[src/rtl/battery_gauge_if.sv]
// Battery gauge bus: event inputs from the system and level outputs to the state indicator.
// low_warn exists only when BATTERY_GAUGE_LOW_WARN_EN is defined.
interface battery_gauge_if;
  logic       charger_in;
  logic       load_pulse;
  logic       refill;
  logic [4:0] battery;
  logic       level_changed;
  logic       full;
  logic       empty;
`ifdef BATTERY_GAUGE_LOW_WARN_EN
  logic       low_warn;
`endif

  // master: event source / level consumer side
  modport master (
    output charger_in, load_pulse, refill,
    input  battery, level_changed, full, empty
`ifdef BATTERY_GAUGE_LOW_WARN_EN
    , input low_warn
`endif
  );

  // slave: the gauge itself
  modport slave (
    input  charger_in, load_pulse, refill,
    output battery, level_changed, full, empty
`ifdef BATTERY_GAUGE_LOW_WARN_EN
    , output low_warn
`endif
  );
endinterface

[src/rtl/battery_gauge.sv]
// Battery level gauge: 0..31 level that drains per tick/load and charges with charger attached.
// Optional hysteretic low_warn output enabled by BATTERY_GAUGE_LOW_WARN_EN.
module battery_gauge #(
  parameter int unsigned TICK_DIV     = 50000000,
  parameter int unsigned DRAIN_TICKS  = 4,
  parameter int unsigned CHARGE_TICKS = 2,
  parameter int unsigned LOAD_COST    = 3,
  parameter int unsigned INIT_LEVEL   = 31
) (
  input  logic            clk,
  input  logic            rst_n,
  battery_gauge_if.slave  gauge
);

  localparam int unsigned PRE_W   = $clog2(TICK_DIV);
  localparam int unsigned SUB_MAX = (DRAIN_TICKS > CHARGE_TICKS) ? DRAIN_TICKS : CHARGE_TICKS;
  localparam int unsigned SUB_W   = $clog2(SUB_MAX + 1);

  localparam logic [PRE_W-1:0] PRE_LAST    = PRE_W'(TICK_DIV - 1);
  localparam logic [SUB_W-1:0] DRAIN_LAST  = SUB_W'(DRAIN_TICKS - 1);
  localparam logic [SUB_W-1:0] CHARGE_LAST = SUB_W'(CHARGE_TICKS - 1);
  localparam logic [5:0]       COST        = 6'((LOAD_COST > 31) ? 31 : LOAD_COST);
  localparam logic [4:0]       FULL_LEVEL  = 5'd31;
  localparam logic [4:0]       INIT_VALUE  = 5'(INIT_LEVEL);

  typedef enum logic [1:0] {
    DISCHARGING,
    CHARGING,
    DEPLETED
  } state_t;

  state_t           state, state_nxt;
  logic             sync1, chg_s;
  logic [PRE_W-1:0] prescale;
  logic             tick;
  logic [SUB_W-1:0] sub, sub_nxt;
  logic [4:0]       level, level_nxt;
  logic             changed, full_q, empty_q;

  logic [5:0] lvl6, minus_cost_raw, minus_one_raw, plus_one_raw;
  logic [4:0] minus_cost, minus_one, plus_one;

  // Two-flop synchronizer for the asynchronous charger detect
  always_ff @(posedge clk or negedge rst_n) begin
    if (!rst_n) begin
      sync1 <= 1'b0;
      chg_s <= 1'b0;
    end else begin
      sync1 <= gauge.charger_in;
      chg_s <= sync1;
    end
  end

  always_ff @(posedge clk or negedge rst_n) begin
    if (!rst_n)                 prescale <= '0;
    else if (prescale == PRE_LAST) prescale <= '0;
    else                        prescale <= prescale + PRE_W'(1);
  end

  assign tick = (prescale == PRE_LAST);

  // 6-bit arithmetic; bit 5 flags borrow (floor at 0) or carry (ceil at 31)
  assign lvl6           = {1'b0, level};
  assign minus_cost_raw = lvl6 - COST;
  assign minus_one_raw  = lvl6 - 6'd1;
  assign plus_one_raw   = lvl6 + 6'd1;
  assign minus_cost     = minus_cost_raw[5] ? 5'd0 : minus_cost_raw[4:0];
  assign minus_one      = minus_one_raw[5]  ? 5'd0 : minus_one_raw[4:0];
  assign plus_one       = plus_one_raw[5]   ? FULL_LEVEL : plus_one_raw[4:0];

  always_comb begin
    level_nxt = level;
    sub_nxt   = sub;
    state_nxt = state;

    // refill > load_pulse > tick; lower-priority events in the same cycle are dropped
    if (gauge.refill) begin
      level_nxt = FULL_LEVEL;
    end else if (gauge.load_pulse) begin
      if (state != DEPLETED) level_nxt = minus_cost;
    end else if (tick) begin
      unique case (state)
        DISCHARGING: begin
          if (sub == DRAIN_LAST) begin
            sub_nxt   = '0;
            level_nxt = minus_one;
          end else begin
            sub_nxt = sub + SUB_W'(1);
          end
        end
        CHARGING: begin
          if (sub == CHARGE_LAST) begin
            sub_nxt   = '0;
            level_nxt = plus_one;
          end else begin
            sub_nxt = sub + SUB_W'(1);
          end
        end
        default: ;
      endcase
    end

    unique case (state)
      DISCHARGING: begin
        if (chg_s)                   state_nxt = CHARGING;
        else if (level_nxt == 5'd0)  state_nxt = DEPLETED;
      end
      CHARGING: begin
        if (!chg_s) state_nxt = DISCHARGING;
      end
      DEPLETED: begin
        if (gauge.refill) state_nxt = DISCHARGING;
        else if (chg_s)   state_nxt = CHARGING;
      end
      default: state_nxt = DISCHARGING;
    endcase

    if (state_nxt != state) sub_nxt = '0;
  end

  always_ff @(posedge clk or negedge rst_n) begin
    if (!rst_n) begin
      state   <= DISCHARGING;
      sub     <= '0;
      level   <= INIT_VALUE;
      changed <= 1'b0;
      full_q  <= (INIT_VALUE == FULL_LEVEL);
      empty_q <= (INIT_VALUE == 5'd0);
    end else begin
      state   <= state_nxt;
      sub     <= sub_nxt;
      level   <= level_nxt;
      changed <= (level_nxt != level);
      full_q  <= (level_nxt == FULL_LEVEL);
      empty_q <= (level_nxt == 5'd0);
    end
  end

  assign gauge.battery       = level;
  assign gauge.level_changed = changed;
  assign gauge.full          = full_q;
  assign gauge.empty         = empty_q;

`ifdef BATTERY_GAUGE_LOW_WARN_EN
  logic low_q;

  // Hysteresis: set at <=5, clear only at >=10, hold in between
  always_ff @(posedge clk or negedge rst_n) begin
    if (!rst_n)                  low_q <= 1'b0;
    else if (level_nxt <= 5'd5)  low_q <= 1'b1;
    else if (level_nxt >= 5'd10) low_q <= 1'b0;
  end

  assign gauge.low_warn = low_q;
`endif

endmodule

[src/flat_wrapper.sv]
// flat-port wrapper written by rule: the top's interface ports become plain ports
module battery_gauge_flat 
#(
  parameter int unsigned TICK_DIV     = 50000000,
  parameter int unsigned DRAIN_TICKS  = 4,
  parameter int unsigned CHARGE_TICKS = 2,
  parameter int unsigned LOAD_COST    = 3,
  parameter int unsigned INIT_LEVEL   = 31
)
  (clk, rst_n, gauge_charger_in, gauge_load_pulse, gauge_refill, gauge_battery, gauge_level_changed, gauge_full, gauge_empty);
  battery_gauge_if gauge_i ();
  input  logic clk;
  input  logic rst_n;
  input wire logic [$bits(gauge_i.charger_in)-1:0] gauge_charger_in;
  input wire logic [$bits(gauge_i.load_pulse)-1:0] gauge_load_pulse;
  input wire logic [$bits(gauge_i.refill)-1:0] gauge_refill;
  output wire logic [$bits(gauge_i.battery)-1:0] gauge_battery;
  output wire logic [$bits(gauge_i.level_changed)-1:0] gauge_level_changed;
  output wire logic [$bits(gauge_i.full)-1:0] gauge_full;
  output wire logic [$bits(gauge_i.empty)-1:0] gauge_empty;
  assign gauge_i.charger_in = gauge_charger_in;
  assign gauge_i.load_pulse = gauge_load_pulse;
  assign gauge_i.refill = gauge_refill;
  assign gauge_battery = gauge_i.battery;
  assign gauge_level_changed = gauge_i.level_changed;
  assign gauge_full = gauge_i.full;
  assign gauge_empty = gauge_i.empty;
  battery_gauge #(.TICK_DIV(TICK_DIV), .DRAIN_TICKS(DRAIN_TICKS), .CHARGE_TICKS(CHARGE_TICKS), .LOAD_COST(LOAD_COST), .INIT_LEVEL(INIT_LEVEL)) u_core (.clk(clk), .rst_n(rst_n), .gauge(gauge_i));
endmodule
[config.mk]
export PLATFORM = sky130hd
export DESIGN_NAME = battery_gauge_flat
export DESIGN_NICKNAME = d
export VERILOG_FILES = /design/src/rtl/battery_gauge_if.sv /design/src/rtl/battery_gauge.sv /design/src/flat_wrapper.sv
export SDC_FILE = /design/constraint.sdc
export NUM_CORES = 1
export LEC_CHECK = 0
export ABC_CLOCK_PERIOD_IN_PS = 3000
export CAP_MARGIN = 10
export CORE_UTILIZATION = 60
export DETAILED_ROUTE_END_ITERATION = 10
export GPL_TIMING_DRIVEN = 0
export PLACE_DENSITY = 0.81
export SYNTH_ARGS = -nofsm -noshare
export SYNTH_HDL_FRONTEND = slang
export SYNTH_SLANG_ARGS = --single-unit
[constraint.sdc]
create_clock -name clk -period 3 [get_ports clk]
set_clock_uncertainty 0.05 [all_clocks]
set_input_delay 0.6 -clock clk [delete_from_list [all_inputs] [get_ports clk]]
set_output_delay 0.6 -clock clk [all_outputs]
set_load 0.005 [all_outputs]
# After elaboration in Yosys (flattened, before gate mapping)
# Cells that the tools add are included.
word_totals:
  register_bits: 41
  output_inout_bits: 8
classes:
  add_sub_neg: 5
  eq_ne: 11
  mux: 24
  reduce_logical: 5
op_table:
  columns: ["cell", "n"]
  rows:
  - ["$mux 5", 9]
  - ["$add 26x1->26 const B", 1]
  - ["$eq 26x26->1 const B", 1]
  - ["$mux 26", 1]
  - ["$mux 3", 6]
  - ["$mux 2", 5]
  - ["$pmux 5 s2", 1]
  - ["$add 5x1->6 const B", 1]
  - ["$pmux 2 s3", 1]
  - ["$pmux 3 s2", 1]
  - ["$sub 5x1->6 const B", 1]
  - ["$sub 5x2->6 const B", 1]
  - ["$eq 5x5->1 const B", 1]
  - ["$logic_not 5->1", 1]
  - ["$ne 5x5->1", 1]
  - ["$ne 2x1->1 const B", 2]
  - ["$reduce_and 4->1", 1]
  - ["$add 3x1->3 const B", 1]
  - ["$eq 3x1->1 const B", 1]
  - ["$eq 3x2->1 const B", 1]
  - ["$reduce_bool 3->1", 1]
  - ["$eq 2x1->1 const B", 1]
  - ["$eq 2x2->1 const B", 1]
  - ["$logic_not 2->1", 1]
  - ["other kinds (3)", 3]

# Logic depth before layout (Yosys ltp)
# Gate-level depths: netlist of run 1.
depth:
  depth_word: 14
  ltp_mapped: 11
  depth_no_buf: 9

# Least setup slack after synthesis of run 1
# Ideal clock, no wire load.
synth_path:
  path_kind: "reg2reg"
  startpoint: "register u_core.level[0], in the netlist u_core.gauge.battery[0]"
  endpoint: "register u_core.changed, in the netlist u_core.gauge.level_changed"
  arrival_time_ps: 2504
  setup_slack_ps: 310
  path_stages_with_launch: 12
  n_path_buf: 2
  synth_period_minus_slack_ps: 2690
  cell_sequence: "dfstp_2 -> clkbuf_1 -> clkbuf_1 -> inv_1 -> ha_1 -> nand2_1 -> or3_1 -> o211ai_1 -> mux2_2 -> o221ai_1 -> a211oi_1 -> nand4_1"
synth_via:
  elab_chain_len: 8
  word_cells_on_any_way: 14
  classes_between: "add/sub: 3; eq/ne: 1; mux: 10"
synth_lines:
  columns: ["element", "line", "text"]
  rows:
  - ["start: declaration", "battery_gauge.sv:37", "logic [4:0] level, level_nxt;"]
  - ["start signal: assignment", "battery_gauge.sv:132", "level <= level_nxt;"]
  - ["$add 5x1->6 or $sub 5x1->6 (tied branches)", "battery_gauge.sv:66, battery_gauge.sv:65", null]
  - ["$mux 5 (on tied branches)", "battery_gauge.sv:69, battery_gauge.sv:68", null]
  - ["$mux 5 (on tied branches)", "battery_gauge.sv:92, battery_gauge.sv:84", null]
  - ["$pmux 5 s2", "battery_gauge.sv:82", "unique case (state)"]
  - ["$mux 5", "battery_gauge.sv:81", "end else if (tick) begin"]
  - ["$mux 5", "battery_gauge.sv:79", "end else if (gauge.load_pulse) begin"]
  - ["$mux 5", "battery_gauge.sv:77", "if (gauge.refill) begin"]
  - ["$ne 5x5->1 (*)", "battery_gauge.sv:133", "changed <= (level_nxt != level);"]
  - ["end signal: assignment", "battery_gauge.sv:133", null]
  - ["end: declaration", "battery_gauge.sv:38", "logic changed, full_q, empty_q;"]
# Every way passes the cells marked *; elsewhere a longest branch is shown, timed or not.
# A chain may end at the register's enable or synchronous reset.

# Final worst setup path of run 1
# Ends and elaborated chain as after synthesis.

==> out/results.txt, run 1 <==
final WL: 5450 um
syn_nets: 293
multi-input logic area: 1400 sq um
slowest stage delay, CP: 620 ps
Mean Syn Cell Area: 9.00 sq um
Sequential Area: 1030 sq um
Max Clock Freq: 0.367 GHz
Worst EP required: 3120 ps
Die Area: 4480 sq um
total track usage: 0.278
CP delay by family, top: flip-flops
Die Ht: 66.9 um
CTS Buf Count: 5
initial antenna violation count: 0
drt initial violations: 224
HP Class: flop to flop
worst path cell trace: clkbuf_2 -> inv_1 -> ha_1 -> nand2_1 -> or3_1 -> o211ai_1 -> mux2_2 -> o221ai_1 -> a211oi_1 -> nand4_1
Hold Fails Final Rpt: 0
min Tclk post-route: 2730 ps
fraction of layout cells with a size suffix above 1: 0.0970
Power, Total: 1.20 mW
largest net degree at the start of global routing: 42
Synth async-reset ratio: 1.00
outcome: finished clean
via count: 2141
Placer Congestion: 0.931
Sink Count: 41
first-pass GRT wire length: 9280 um
final setup fails: 0
Port Buffers: 11
Die Wd: 66.9 um
initial core utilization: 0.628
CP Capture Type: flop
hpwl dp: 3940 um
vias in the first global route: 2010
Ports: 13
post-route cell area: 2830 sq um
Wirelength per Cell: 15.6 um
Crit path arrival time: 2840 ps
DRC: 0
Root Driver: clkbuf_8
Crit Path Max Fanout: 10
worst-margin pin slew: 867 ps
ANT cells: 0
area post-placement: 2700 sq um
Static Leak: 1.23 nW
worst-skew pair later-pin latency: 290 ps
relative slew slack: 0.422
RSZ-0062 raised after global routing: no
worst-case clock buffer depth: 2
sequential fraction of the synthesis area: 0.409
Yosys reg bits: 41
Synth Flop Type: dfrtp_1
H-tree levels: 2
Buffers & Inverters on Critical Path: 2
Worst-path clk slew: 80 ps
total congestion overflow: 0
Finished Core Util: 0.701
Netlist cell types: 56
Vias/cell: 6.13
Core Rows: 23
Pre-antenna DRT Iters: 4
Fin Hold WS: 319 ps
Nets: 310
Startpoint Class: flop
Max Cap Viol: 0
period utilization: 0.909
ANT nets after route: 0
cells after synthesis: 281
Post-Syn Area: 2530 sq um
pwr dens: 424 nW/um^2
VDD IR max: 362 uV
CTS tree: yes
synthesis-to-layout area growth: 11.7%
Final Max Slew Viols: 0
Fill cells: 333
critical path class: flop to flop
slowest CP cell: dfstp_2
Post-synth EDFFs: 0
Ys Warns: 0
core footprint: 4030 sq um
==> metrics by stage <==
stage | TNS, ps | std cells | setup WS, ps
2_1_floorplan | 0 | 281 | 310
3_3_place_gp | -1290 | 342 | -290
3_5_place_dp | -1090 | 342 | -246
4_1_cts | 0 | 350 | 7.61
5_1_grt | 0 | 349 | 56.1
6_report | 0 | 349 | 274
==> metal layers <==
metal / track usage / part of all wire / routed length [um]
met1: 0.374 / 0.46 / 2500
met2: 0.449 / 0.45 / 2460
met3: 0.0634 / 0.075 / 407
met4: 0.0638 / 0.014 / 78
met5: 0 / 0 / 0
==> layout by cell type (no fill, tap or decap), types with 8 or more instances in the layout <==
cell	synthesis	final
and3_1	9	9
clkbuf_1	11	9
clkdlybuf4s50_1	0	10
dfrtp_1	35	35
inv_1	15	15
nand2_1	20	20
nand3_1	11	11
nand4_1	11	11
nor2_1	33	33
nor3_1	8	8
o21ai_0	12	12
xnor2_1	14	14
xor2_1	11	11
==> layout make-up <==
class / instances / area share
clock inverter: 1 / 0.0106
clock buffer: 7 / 0.0306
inverter: 16 / 0.0213
buffer: 11 / 0.0155
timing repair buffer: 12 / 0.0399
sequential: 41 / 0.366
tap: 50 / 0.0221
multi-input combinational: 211 / 0.494
==> cell families (layout without fill, tap and decap cells) <==
group | after synthesis | in the layout | synth area share
simple gates | 123 | 123 | 0.263
compound gates | 51 | 51 | 0.143
flops | 41 | 41 | 0.409
buf+inv | 29 | 47 | 0.0435
xor+xnor | 25 | 25 | 0.0866
fa+ha+maj | 7 | 7 | 0.0346
mux | 5 | 5 | 0.0208
==> flip-flops by register name, summed over array words and instances, names as in the netlist <==
| register | count |
|---|---|
| u_core.prescale | 26 |
| u_core.gauge.empty | 1 |
| u_core.state | 2 |
| u_core.gauge.battery | 5 |
| u_core.sync1 | 1 |
| u_core.chg_s | 1 |
| u_core.gauge.full | 1 |
| u_core.gauge.level_changed | 1 |
| u_core.sub | 3 |
==> power by group <==
group	internal, mW	switching (mW)
clock network	0.271	0.186
registers	0.571	0.0159
logic	0.0654	0.0870
==> cells in the mapped netlist (all sizes together), types with 3 or more instances <==
cell type / n / area share
nor4b: 3 / 0.013
o21ai: 12 / 0.024
clkbuf: 11 / 0.016
xor2: 11 / 0.038
nand2: 20 / 0.030
dfrtp: 35 / 0.35
nand4: 11 / 0.027
and3: 9 / 0.022
nor2b: 6 / 0.015
a21oi: 8 / 0.020
xnor2: 14 / 0.048
a211oi: 5 / 0.015
nand2b: 3 / 0.0074
mux2i: 3 / 0.012
nor2: 33 / 0.049
and4: 3 / 0.010
inv: 15 / 0.022
nand3: 11 / 0.022
dfstp: 6 / 0.062
nor4: 4 / 0.0099
o211ai: 4 / 0.012
ha: 7 / 0.035
nor3: 8 / 0.016
==> final timing paths <==
kind,slack [ps],from,to,cells after the start
worst max-delay path,270,u_core.gauge.battery[0]$_DFF_PN1_,u_core.gauge.level_changed$_DFF_PN0_,10
worst min-delay path,320,u_core.sync1$_DFF_PN0_,u_core.chg_s$_DFF_PN0_,0
worst max register to register,270,u_core.gauge.battery[0]$_DFF_PN1_,u_core.gauge.level_changed$_DFF_PN0_,10
worst min register to register,320,u_core.sync1$_DFF_PN0_,u_core.chg_s$_DFF_PN0_,0
max in group asynchronous,1990,rst_n,u_core.chg_s$_DFF_PN0_,1
min in group asynchronous,370,rst_n,u_core.gauge.level_changed$_DFF_PN0_,1
==> what timing repair did <==
item | in CTS | in global routing
hold buffers | 0 | 0
setup buffers | 0 | 1
endpoints found under the setup margin | 7 | 7
pin swaps | 0 | 1
endpoints found under the hold margin | 0 | 0
gates resized for setup | 2 | 1
No activity file was read; power rests on OpenSTA's default activity.
==> run 2: changes to the inputs <==
--- a/config.mk
+++ b/config.mk
@@ -6,10 +6,11 @@
 export NUM_CORES = 1
 export LEC_CHECK = 0
 export ABC_CLOCK_PERIOD_IN_PS = 3000
-export CAP_MARGIN = 10
+export CAP_MARGIN = 0
 export CORE_UTILIZATION = 60
 export DETAILED_ROUTE_END_ITERATION = 10
 export GPL_TIMING_DRIVEN = 0
+export MAX_ROUTING_LAYER = met4
 export PLACE_DENSITY = 0.81
 export SYNTH_ARGS = -nofsm -noshare
 export SYNTH_HDL_FRONTEND = slang
==> out/results.txt, run 2 (synthesized netlist as in run 1, its figures left out) <==
outcome: finished clean
r2r setup slk: 270 ps
via count: 2136
ANT nets after route: 0
Fill cells: 309
min Tclk post-route: 2730 ps
pwr dens: 407 nW/um^2
Port Buffers: 11
hpwl dp: 3910 um
Nets: 309
Wirelength per Cell: 15.2 um
Startpoint Class: flop
Worst R2R Start: u_core.gauge.battery[4]$_DFF_PN1_
Fin Hold WS: 303 ps
multi-input logic area: 1400 sq um
final setup fails: 0
worst-case clock buffer depth: 2
ANT cells: 0
worst-skew pair later-pin latency: 290 ps
Crit path arrival time: 2870 ps
Crit Path Max Fanout: 8
post-CTS setup buffers: 0
Sink Count: 41
fraction of layout cells with a size suffix above 1: 0.0973
core footprint: 4030 sq um
final WL: 5280 um
Ports: 13
Sequential Area: 1030 sq um
Root Driver: clkbuf_8
H-tree levels: 2
CTS tree: yes
Die Wd: 66.9 um
total congestion overflow: 0
first-pass GRT wire length: 8960 um
min-delay src: u_core.sync1$_DFF_PN0_
routed length on met2: 2320 um
CTS Buf Count: 5
DRC: 0
drt initial violations: 182
Worst EP required: 3150 ps
largest reg by FF count: u_core.prescale
largest net degree at the start of global routing: 42
commonest non-fill, non-tap cell in the layout: dfrtp_1
Max Clock Freq: 0.367 GHz
CTS Hold Buffers Added: 0
r2r worst-path depth: 8
met3 wire len: 284 um
critical path class: flop to flop
Die Area: 4480 sq um
DP Worst Slack: -281 ps
synthesis-to-layout area growth: 11.0%
CP Capture Type: flop
worst-margin pin slew: 866 ps
Vias/cell: 6.14
crit path launch: u_core.gauge.battery[4]$_DFF_PN1_
period utilization: 0.909
Post-Place Cells: 342
HP Class: flop to flop
Post-Layout Cell Count: 348
Placer Congestion: 0.936
VDD IR max: 513 uV
Top Metal Used: met4
most frequent cells in the layout: 35 x dfrtp_1, 33 x nor2_1, 20 x nand2_1
total track usage: 0.273
relative slew slack: 0.423
max reg flops: 26
Final Max Slew Viols: 0
Finished Core Util: 0.697
Core Rows: 23
Power, Total: 1.14 mW
initial core utilization: 0.628
vias in the first global route: 1918
initial antenna violation count: 0
Pre-antenna DRT Iters: 4
M1 wire length: 2600 um
Hold Fails Final Rpt: 0
Worst setup endpoint: u_core.sub[2]$_DFFE_PN0P_
Worst-path clk slew: 80 ps
RR Endpoint: u_core.sub[2]$_DFFE_PN0P_
RSZ-0062 raised after global routing: no
final setup margin: 273 ps
Max Cap Viol: 0
Static Leak: 1.22 nW
Die Ht: 66.9 um
==> run 2: changes by cell type in the layout (fill, tap and decap cells not counted) <==
cell,delta
inv_6,+1
buf_4,-1
clkbuf_8,+1
bufinv_16,-1
clkbuf_1,-1
==> run 2: per-layer routing <==
| metal | vias up | GRT usage |
|---|---|---|
| li1 | 1038 | - |
| met1 | 1024 | 0.397 |
| met2 | 66 | 0.388 |
| met3 | 8 | 0.0514 |
| met4 | 0 | 0.0718 |
| met5 | - | - |
==> run 2: cell type report <==
type                    instances  area share
clock buffers                   7      0.0343
flip-flops and latches         41       0.368
well taps                      50      0.0223
inverters                      16      0.0214
clock inverters                 1     0.00312
multi-input cells             211       0.498
repair buffers                 11      0.0374
plain buffers                  11      0.0156
==> run 2: worst max-delay path, cell delays in order, from the launching register on <==
cell,delay (ps)
dfstp_2,530
clkbuf_1,280
nor3_1,190
and3_1,270
o31ai_1,250
a22oi_1,130
o2bb2ai_1,390
and4bb_4,330
a211oi_1,210
==> run 2: timing repair <==
action                     CTS  global route
resized for setup            3             0
pin swaps                    0             0
setup endpoints to repair    7             7
==> run 2: report_power, final <==
part	leakage [nW]	internal (mW)	switching (mW)
combinational	0.641	0.0638	0.0856
sequential	0.527	0.571	0.0154
clock	0.0549	0.212	0.194
total	1.22	0.847	0.295
==> run 2: worst min-delay path by stage <==
stage,endpoint,slack (ps),depth (start not counted)
floorplan,u_core.chg_s$_DFF_PN0_,250,0
global placement,u_core.chg_s$_DFF_PN0_,280,0
detailed placement,u_core.chg_s$_DFF_PN0_,290,0
CTS,u_core.chg_s$_DFF_PN0_,310,0
global route,u_core.chg_s$_DFF_PN0_,310,0
finish,u_core.chg_s$_DFF_PN0_,300,0
==> run 2: stage by stage <==
stage / area (sq um) / TNS (ps)
2_1_floorplan: 2530 / 0
3_3_place_gp: 2700 / -1200
3_5_place_dp: 2700 / -1250
4_1_cts: 2810 / 0
5_1_grt: 2810 / 0
6_report: 2810 / 0
==> run 3: changes to the inputs <==
--- a/config.mk
+++ b/config.mk
@@ -12,6 +12,7 @@
 export GPL_TIMING_DRIVEN = 0
 export MAX_ROUTING_LAYER = met4
 export PLACE_DENSITY = 0.81
+export SLEW_MARGIN = 20
 export SYNTH_ARGS = -nofsm -noshare
 export SYNTH_HDL_FRONTEND = slang
 export SYNTH_SLANG_ARGS = --single-unit
==> out/results.txt, run 3 (synthesized netlist as in run 1, its figures left out) <==
VDD IR max: 385 uV
post-route cell area: 2840 sq um
Combinational Power Share: 0.129
total congestion overflow: 0
Die Wd: 66.9 um
final setup margin: 244 ps
Max Cap Viol: 0
setup TNS: 0 ps
Ports: 13
Top Metal Used: met4
total track usage: 0.283
Core Rows: 23
DP Worst Slack: -260 ps
Die Area: 4480 sq um
area post-placement: 2720 sq um
critical path class: flop to flop
routed length on met2: 2430 um
hpwl dp: 3940 um
Power, Total: 1.20 mW
RSZ-0062 raised after global routing: no
Fill cells: 318
Startpoint Class: flop
DRC: 0
Sequential Area: 1030 sq um
largest net degree at the start of global routing: 33
initial core utilization: 0.628
largest reg by FF count: u_core.prescale
via count: 2149
Clock Power Share: 0.382
CTS tree: yes
fraction of layout cells with a size suffix above 1: 0.0970
Port Buffers: 11
first-pass GRT wire length: 9210 um
Crit path arrival time: 2880 ps
CP Capture Type: flop
Wirelength per Cell: 15.4 um
Die Ht: 66.9 um
most frequent cells in the layout: 35 x dfrtp_1, 33 x nor2_1, 20 x nand2_1
Worst-path clk slew: 80 ps
Pre-antenna DRT Iters: 5
pwr dens: 422 nW/um^2
switch share: 0.241
Finished Core Util: 0.704
period utilization: 0.919
Crit Path Max Fanout: 5
min Tclk post-route: 2760 ps
ANT cells: 0
CTS Buf Count: 5
Root Driver: clkbuf_8
worst-case clock buffer depth: 2
Fin Hold WS: 100 ps
post-CTS setup buffers: 0
relative slew slack: 0.581
commonest non-fill, non-tap cell in the layout: dfrtp_1
H-tree levels: 2
Post-Layout Cell Count: 349
M1 wire length: 2500 um
vias in the first global route: 1984
Reg power frac: 0.489
final setup fails: 0
Static Leak: 1.24 nW
HP Class: primary input to async pin
Vias/cell: 6.16
NetSw: 289 uW
initial antenna violation count: 0
outcome: finished clean
met3 wire len: 365 um
Worst EP required: 3120 ps
synthesis-to-layout area growth: 12.2%
Post-Place Cells: 343
final WL: 5390 um
max reg flops: 26
core footprint: 4030 sq um
multi-input logic area: 1400 sq um
Final Max Slew Viols: 0
worst-skew pair later-pin latency: 290 ps
ANT nets after route: 0
drt initial violations: 164
Placer Congestion: 0.936
Max Clock Freq: 0.363 GHz
Sink Count: 41
Nets: 310
Internal: 909 uW
worst-margin pin slew: 623 ps
Hold Fails Final Rpt: 0
[run 3: cell count changes in the layout (fill, tap and decap cells not counted), sizes merged]
cell	previous run	this run
buf	3	4
inv	16	15
bufinv	0	1
[run 3: per-layer routing]
layer	global-route usage	vias to the layer above
li1	-	1037
met5	-	-
met2	0.407	70
met1	0.382	1028
met3	0.0788	14
met4	0.0957	0
[run 3: critical path, stage by stage (launching register included)]
cell,delay (ps)
dfrtp_1,420
nor4b_1,390
nand4_1,200
nor4_1,600
o21ai_0,210
o2bb2ai_1,240
and4bb_4,430
a211oi_1,80
[run 3: final cells by class]
type,count,area share
Inverter,16,0.0212
Clock buffer,7,0.0304
Buffer,11,0.0154
Clock inverter,1,0.0106
Sequential cell,41,0.364
Timing Repair Buffer,12,0.0441
Multi-Input combinational cell,211,0.492
Tap cell,50,0.0220
[run 3: power groups by stage]
stage | sequential [mW] | combinational [mW] | clock (mW)
floorplan | 0.590 | 0.0926 | 0
global placement | 0.591 | 0.152 | 0
detailed placement | 0.591 | 0.156 | 0
CTS | 0.580 | 0.160 | 0.468
global route | 0.589 | 0.172 | 0.492
finish | 0.586 | 0.154 | 0.458
[run 3: final timing paths]
check | start | slack (ps) | end | cells after the start
worst min register to register | u_core.sync1$_DFF_PN0_ | 310 | u_core.chg_s$_DFF_PN0_ | 0
worst max register to register | u_core.prescale[11]$_DFF_PN0_ | 240 | u_core.sub[1]$_DFFE_PN0P_ | 7
max in group asynchronous | rst_n | 2300 | u_core.gauge.battery[0]$_DFF_PN1_ | 2
min in group clk | u_core.sync1$_DFF_PN0_ | 310 | u_core.chg_s$_DFF_PN0_ | 0
worst max-delay path | u_core.prescale[11]$_DFF_PN0_ | 240 | u_core.sub[1]$_DFFE_PN0P_ | 7
worst min-delay path | rst_n | 100 | u_core.prescale[8]$_DFF_PN0_ | 1
[run 3: what timing repair did]
action / in CTS / in global routing
setup endpoints to repair: 7 / 7
hold buffers: 0 / 0
resized for setup: 3 / 0
